### src/rtl/acc_writeback_pkg.sv
// Shared types for the accumulator writeback path: destination codes, widths and
// the buffered memory-write entry.
package acc_writeback_pkg;

  localparam int unsigned DW       = 8;
  localparam int unsigned RAW      = 4;
  localparam int unsigned MAW      = 8;
  localparam int unsigned WB_DEPTH = 2;

  typedef enum logic [1:0] {
    DEST_NONE = 2'b00,
    DEST_REG  = 2'b01,
    DEST_MEM  = 2'b10,
    DEST_BOTH = 2'b11
  } dest_e;

  typedef struct packed {
    logic [MAW-1:0] addr;
    logic [DW-1:0]  data;
  } wb_entry_t;

  function automatic logic dest_has_reg(dest_e d);
    return (d == DEST_REG) || (d == DEST_BOTH);
  endfunction

  function automatic logic dest_has_mem(dest_e d);
    return (d == DEST_MEM) || (d == DEST_BOTH);
  endfunction

endpackage

### src/rtl/wb_fifo.sv
// Synchronous FIFO of pending memory writes; exposes its storage and read pointer
// so the owner can look ahead and search the queued entries.
module wb_fifo
  import acc_writeback_pkg::*;
#(
  parameter int unsigned DEPTH = 2,
  localparam int unsigned PW = $clog2(DEPTH),
  localparam int unsigned CW = $clog2(DEPTH + 1)
) (
  input  logic            clk,
  input  logic            rst_n,
  input  logic            push,
  input  wb_entry_t       din,
  input  logic            pop,
  output wb_entry_t       head,
  output wb_entry_t       entries [DEPTH],
  output logic [PW-1:0]   rd_ptr,
  output logic [CW-1:0]   count,
  output logic            full,
  output logic            empty
);

  wb_entry_t       mem [DEPTH];
  logic [PW-1:0]   wr_ptr;
  logic [CW-1:0]   count_nxt;
  logic            do_push;
  logic            do_pop;

  assign do_push = push && !full;
  assign do_pop  = pop && !empty;

  always_comb begin
    count_nxt = count;
    if (do_push && !do_pop) begin
      count_nxt = count + CW'(1);
    end else if (do_pop && !do_push) begin
      count_nxt = count - CW'(1);
    end
  end

  // Full/empty are kept as flops alongside the count.
  always_ff @(posedge clk or negedge rst_n) begin
    if (!rst_n) begin
      rd_ptr <= '0;
      wr_ptr <= '0;
      count  <= '0;
      full   <= 1'b0;
      empty  <= 1'b1;
    end else begin
      if (do_push) wr_ptr <= wr_ptr + PW'(1);
      if (do_pop)  rd_ptr <= rd_ptr + PW'(1);
      count <= count_nxt;
      full  <= (count_nxt == CW'(DEPTH));
      empty <= (count_nxt == '0);
    end
  end

  always_ff @(posedge clk) begin
    if (do_push) mem[wr_ptr] <= din;
  end

  assign entries = mem;
  assign head    = mem[rd_ptr];

endmodule

### src/rtl/acc_writeback.sv
// Accumulator writeback: one-cycle register writes plus FIFO-buffered memory writes
// issued over req/ack. Optional store-to-load forwarding under ACC_WB_FORWARD_EN.
module acc_writeback
  import acc_writeback_pkg::*;
#(
  parameter int unsigned DEPTH = WB_DEPTH
) (
  input  logic            CLK,
  input  logic            RESET_N,
  input  logic            wb_valid,
  input  logic [1:0]      dest_ctrl,
  input  logic [DW-1:0]   acc_in,
  input  logic [RAW-1:0]  reg_addr_in,
  input  logic [MAW-1:0]  mem_addr_in,
  output logic            stall_out,
  output logic            reg_we,
  output logic [RAW-1:0]  reg_waddr,
  output logic [DW-1:0]   reg_wdata,
  output logic            mem_req,
  output logic [MAW-1:0]  mem_addr,
  output logic [DW-1:0]   mem_wdata,
  input  logic            mem_ack,
`ifdef ACC_WB_FORWARD_EN
  input  logic [MAW-1:0]  ld_addr,
  output logic            fwd_hit,
  output logic [DW-1:0]   fwd_data,
`endif
  output logic            busy
);

  localparam int unsigned PW = $clog2(DEPTH);
  localparam int unsigned CW = $clog2(DEPTH + 1);

  typedef enum logic {IDLE, REQ} state_e;

  state_e         state;
  dest_e          dest;
  logic           accept;
  logic           push;
  logic           pop;
  wb_entry_t      head;
  wb_entry_t      next_entry;
  wb_entry_t      entries [DEPTH];
  logic [PW-1:0]  rd_ptr;
  logic [CW-1:0]  count;
  logic           full;
  logic           empty;

  assign dest      = dest_e'(dest_ctrl);
  assign accept    = wb_valid && !full;
  assign push      = accept && dest_has_mem(dest);
  assign pop       = (state == REQ) && mem_ack;
  assign stall_out = full;
  assign busy      = !empty || mem_req;
  // Entry behind the head, used for back-to-back issue on ack.
  assign next_entry = entries[rd_ptr + PW'(1)];

  wb_fifo #(.DEPTH(DEPTH)) u_fifo (
    .clk     (CLK),
    .rst_n   (RESET_N),
    .push    (push),
    .din     ({mem_addr_in, acc_in}),
    .pop     (pop),
    .head    (head),
    .entries (entries),
    .rd_ptr  (rd_ptr),
    .count   (count),
    .full    (full),
    .empty   (empty)
  );

  // Register path and memory request FSM.
  always_ff @(posedge CLK or negedge RESET_N) begin
    if (!RESET_N) begin
      state     <= IDLE;
      reg_we    <= 1'b0;
      reg_waddr <= '0;
      reg_wdata <= '0;
      mem_req   <= 1'b0;
      mem_addr  <= '0;
      mem_wdata <= '0;
    end else begin
      reg_we <= accept && dest_has_reg(dest);
      if (accept && dest_has_reg(dest)) begin
        reg_waddr <= reg_addr_in;
        reg_wdata <= acc_in;
      end
      case (state)
        IDLE: begin
          if (!empty) begin
            mem_addr  <= head.addr;
            mem_wdata <= head.data;
            mem_req   <= 1'b1;
            state     <= REQ;
          end
        end
        REQ: begin
          if (mem_ack) begin
            if (count > CW'(1)) begin
              mem_addr  <= next_entry.addr;
              mem_wdata <= next_entry.data;
            end else begin
              mem_req <= 1'b0;
              state   <= IDLE;
            end
          end
        end
        default: state <= IDLE;
      endcase
    end
  end

`ifdef ACC_WB_FORWARD_EN
  // Later (younger) matches overwrite earlier ones.
  always_comb begin
    fwd_hit  = 1'b0;
    fwd_data = '0;
    for (int unsigned k = 0; k < DEPTH; k++) begin
      if ((CW'(k) < count) && (entries[rd_ptr + PW'(k)].addr == ld_addr)) begin
        fwd_hit  = 1'b1;
        fwd_data = entries[rd_ptr + PW'(k)].data;
      end
    end
  end
`endif

endmodule

### config.mk
export PLATFORM = sky130hd
export DESIGN_NAME = acc_writeback
export DESIGN_NICKNAME = d
export VERILOG_FILES = /design/src/rtl/acc_writeback_pkg.sv /design/src/rtl/wb_fifo.sv /design/src/rtl/acc_writeback.sv
export SDC_FILE = /design/constraint.sdc
export NUM_CORES = 1
export LEC_CHECK = 0
export CAP_MARGIN = 20
export CORE_MARGIN = 10
export CORE_UTILIZATION = 49
export CTS_CLUSTER_SIZE = 25
export DETAILED_ROUTE_END_ITERATION = 7
export PLACE_DENSITY_LB_ADDON = 0.1
export SLEW_MARGIN = 20
export SYNTH_ARGS = -nofsm -noshare
export SYNTH_HDL_FRONTEND = slang
export SYNTH_SLANG_ARGS = --single-unit
### constraint.sdc
create_clock -name CLK -period 2.4 [get_ports CLK]
set_input_delay 0.36 -clock CLK [delete_from_list [all_inputs] [get_ports CLK]]
set_output_delay 0.36 -clock CLK [all_outputs]
set_load 0.01 [all_outputs]
==> impl_metrics.py <==
metrics = {
    "outcome": {
        "status": "complete, no violations",
    },
    "sta": {
        "worst_hold_slack_ns": 0.1250,
        "layout_setup_ws_ns": 0.5618,
        "relSlewSlack_pct": 44.32,
        "maxSlewViolCount": 0,
        "finalHoldViolCount": 0,
        "finalCriticalPeriod_ns": 1.838,
        "rsz0062_at_grt": "no",
        "max_freq_mhz": 544.0,
        "final-setup-viol-count": 0,
        "clock-skew-final_ns": 0.01064,
        "period_share_pct": 76.59,
        "tns_ns": 0,
        "tightest_slew_ns": 0.8352,
    },
    "global_routing": {
        "grt_max_degree": 38,
        "grt_pass1_wl_um": 8438,
        "antenna_found_initial": 0,
        "track_usage_pct": 12.53,
        "gr-total-overflow": 0,
        "grt_pass1_vias": 1684,
    },
    "critical_path": {
        "worst-path-buf-inv": 1,
        "crit_path_start_kind": "register",
        "path_cells": "nand2b_1 > clkdlybuf4s50_1",
        "r2r_slack_ns": 0.74,
        "crit_family": "flip-flops",
        "crit_path_end_kind": "output pin",
        "slowest_delay_ns": 0.57,
        "critPathKind": "reg -> out",
        "slowest_stage": "dfstp_2",
        "required_ns": 2.04,
        "critPathMaxFanout": 5,
        "critPathArrivalTime_ns": 1.48,
    },
    "logic_synthesis": {
        "seq_area_frac_synth_pct": 72.51,
        "ys.flop_type": "dfrtp_1",
        "mappedNetlistArea_mm2": 0.002604,
        "synth_edf_count": 32,
        "synthesis.nets": 198,
        "async_reset_ff_share_pct": 53.62,
        "avgSynthCellArea_um2": 15.23,
        "yosysWarnings": 0,
        "synth_seq_cells": 69,
        "synth_cells": 171,
        "yosysUniqueCellTypes": 24,
    },
    "route": {
        "drtIter0Drc": 76,
        "routed_via_density": 4.965,
        "wl_per_cell_um": 16.13,
        "drc_errors": 0,
        "ant_nets": 0,
        "wl_um": 5033,
        "vias": 1549,
        "first_pass_iters": 4,
    },
    "clock_network": {
        "ctsHtreeMaxLevel": 3,
        "clk_latency_ns": 0.33,
        "clockBufferDepth": 2,
        "clkSinkCount": 69,
        "clkTransAtPathRegs_ns": 0.07,
        "cts-buffers-inserted": 9,
        "cts_tree": "done",
        "holdBufCountCts": 0,
        "post_cts.repair.setup_buffers": 0,
        "cts_resized": 0,
        "clk_root_buffer_cell": "clkbuf_8",
    },
    "power_and_ir_drop": {
        "ir_drop_mv": 0.6978,
        "p_total_mw": 4.629,
        "p_per_area_mw_per_mm2": 1334,
        "p_leak_nw": 1.370,
    },
    "job": {
        "cap_violations": 0,
    },
    "place": {
        "pre_cts_ws_ns": 0.4990,
        "dp_hpwl_um": 3499,
        "io_buffers": 57,
        "gp_congestion": 0.7363,
        "place_area_mm2": 0.003256,
    },
    "floorplanning": {
        "fp.dieH_um": 92.90,
        "dieArea_mm2": 0.008629,
        "fp.dieW_um": 92.90,
        "core_mm2": 0.005140,
        "ioPinCount": 58,
        "start_util_pct": 50.66,
        "rows": 26,
    },
    "final_layout": {
        "design_area_mm2": 0.003471,
        "final_cell_mix": "clkdlybuf4s50_1, dfrtp_1, edfxtp_1",
        "mostFrequentLayoutCell": "clkdlybuf4s50_1",
        "num-nets-final": 264,
        "syn_to_final_growth_pct": 33.30,
        "drive_above_1_share_pct": 13.64,
        "fillers": 404,
        "antenna_cells": 0,
    },
    "hold_path": {
        "min_path_type": "in -> async",
    },
}
==> cell type report <==
class / instances / area, um^2 / area share, %
sequential: 69 / 1888 / 54.40
multi-input combinational: 94 / 680.7 / 19.61
timing repair buffer: 60 / 588.1 / 16.94
clock buffer: 11 / 141.4 / 4.074
tap: 70 / 87.58 / 2.523
clock inverter: 5 / 73.82 / 2.127
inverter: 3 / 11.26 / 0.3244
==> per-stage QoR <==
stage               cells  util, %
global placement      296    63.34
finish                312    67.53
global route          312    67.53
detailed placement    296    63.34
CTS                   312    67.53
floorplan             171        -
==> per-layer routing <==
metal | wire length [um] | GRT usage (%)
met2 | 2371 | 19.51
met1 | 2217 | 14.69
met3 | 333 | 4.843
met4 | 111 | 6.555
met5 | 0 | 0
==> worst paths after layout <==
kind                                     from       endpoint  depth (start not counted)
worst max-delay path             u_fifo.empty           busy                          2
worst min-delay path                  RESET_N   mem_wdata[4]                          1
worst max register to register          state   mem_wdata[0]                          3
worst min register to register  u_fifo.wr_ptr  u_fifo.wr_ptr                          1
max in group asynchronous             RESET_N   reg_waddr[2]                          1
min in group CLK                u_fifo.wr_ptr  u_fifo.wr_ptr                          1
==> power breakdown <==
part / internal, mW / switching, mW / total (mW)
Sequential: 1.62 / 0.228 / 1.85
Clock: 0.607 / 0.408 / 1.01
Combinational: 0.952 / 0.812 / 1.76
Total: 3.18 / 1.45 / 4.63
==> Yosys cell counts, drive strengths merged, types with 2 or more instances <==
library cell  count  share of area (%)
dfrtp            36                 35
edfxtp           32                 37
a21oi            22                4.2
nor2             21                3.0
mux2i            17                6.5
mux2             12                5.2
xnor2             4                1.3
clkbuf            3               0.43
inv               3               0.43
nand2             3               0.43
nand3b            3               0.86
and3b             2               0.67
buf               2               0.72
nand2b            2               0.48
==> flip-flops by register name, summed over array words and instances (netlist names) <==
signal and cells:
u_fifo.entries 32, mem_addr 8, mem_wdata 8, reg_wdata 8, reg_waddr 4, u_fifo.count 2
mem_req 1, reg_we 1, state 1, u_fifo.empty 1, u_fifo.full 1, u_fifo.rd_ptr 1
u_fifo.wr_ptr 1
==> logic make-up (layout without fill, tap and decap cells) <==
| family | count (synthesis) | in the layout | synth area share, % |
|---|---|---|---|
| flops | 69 | 69 | 72.51 |
| simple gates | 33 | 33 | 5.911 |
| mux | 29 | 29 | 11.73 |
| compound gates | 26 | 26 | 5.383 |
| buf+inv | 8 | 79 | 1.585 |
| xor+xnor | 5 | 5 | 2.403 |
| fa+ha+maj | 1 | 1 | 0.4805 |
(Power assumes the default switching activity.)
==> patch: new RTL, same flow settings <==
`MAW`: 8 -> 10.
--- a/src/rtl/acc_writeback_pkg.sv
+++ b/src/rtl/acc_writeback_pkg.sv
@@ -6,3 +6,3 @@
   localparam int unsigned RAW      = 4;
-  localparam int unsigned MAW      = 8;
+  localparam int unsigned MAW      = 10;
   localparam int unsigned WB_DEPTH = 2;
Ports: changed (resized mem_addr and mem_addr_in); port bits go from 58 to 62. No check against the original RTL was run, so the function may have changed too.
==> patch against the unedited design <==
Clock skew grew 0.0043 ns; synthesized area grew 10%; worst setup slack gained 0.0033 ns; sequential cell count grew 6; final area grew 8.5%; synthesized cell count grew 7.6%; total power grew 7.2%; wire length grew 3.1%; critical path type unchanged; largest cell class unchanged.
==> patch: results <==
export IMPL_status="finished clean"
export IMPL_wl_per_cell_um=15.7
export IMPL_ir_drop_mv=0.700
export IMPL_fillerInstances=419
export IMPL_nNetsFinal=283
export IMPL_hpwl_um=3570
export IMPL_postSynthCellCount=184
export IMPL_drive_above_1_share_pct=17.8
export IMPL_leakage_nw=1.47
export IMPL_p_sw_share_pct=32.3
export IMPL_synth_xor_area_share_pct=2.18
export IMPL_powerComb_mw=2.00
export IMPL_min_period_ns=1.83
export IMPL_yosysSeqAreaShare_pct=71.8
export IMPL_synthDistinctLibCells=25
export IMPL_first_global_vias=1640
export IMPL_max_slew_margin_pct=40.8
export IMPL_gp_congestion=0.729
export IMPL_synth_nets=213
export IMPL_grt_pass1_wl_um=8180
export IMPL_power_frac_seq_pct=40.2
export IMPL_yosys_top_cells_count="38 x dfrtp_1, 36 x edfxtp_1, 23 x nor2_1"
export IMPL_synth_compound_area_share_pct=6.76
export IMPL_io_buffers=61
export IMPL_synthAdderAreaFrac_pct=0.436
export IMPL_worstReg2RegEnd="mem_wdata[7]"
export IMPL_r2r_slack_ns=0.72
export IMPL_yosys_top_cells_area="edfxtp_1 38%, dfrtp_1 33%, mux2i_1 6.6%"
export IMPL_synth_edff_count=36
export IMPL_r2r_start="u_fifo.count[1]"
==> patch: cell count changes after synthesis, moves of 3 or more <==
cell / before / now
a21oi_2: 0 / 10
edfxtp_1: 32 / 36
a21oi_1: 22 / 14
buf_2: 0 / 3
==> patch: final cells by class <==
class / count / area [um2] / area share (%)
Tap cell: 72 / 90.1 / 2.39
Inverter: 3 / 11.3 / 0.299
Clock inverter: 4 / 48.8 / 1.30
Timing Repair Buffer: 65 / 636 / 16.9
Multi-Input combinational cell: 100 / 766 / 20.3
Clock buffer: 12 / 155 / 4.12
Sequential cell: 75 / 2060 / 54.7
==> patch: routing by layer <==
metal / vias up / GRT usage (%) / part of all wire (%)
met5: - / 0 / 0
met4: 0 / 5.81 / 1.5
met3: 8 / 4.78 / 10
met2: 46 / 18.0 / 46
met1: 757 / 13.7 / 42
li1: 802 / - / -
==> patch: worst max-delay path, cell delays in order (launching register included) <==
cell             delay (ns)
dfstp_2                0.58
nand2b_1               0.08
clkdlybuf4s50_1        0.48
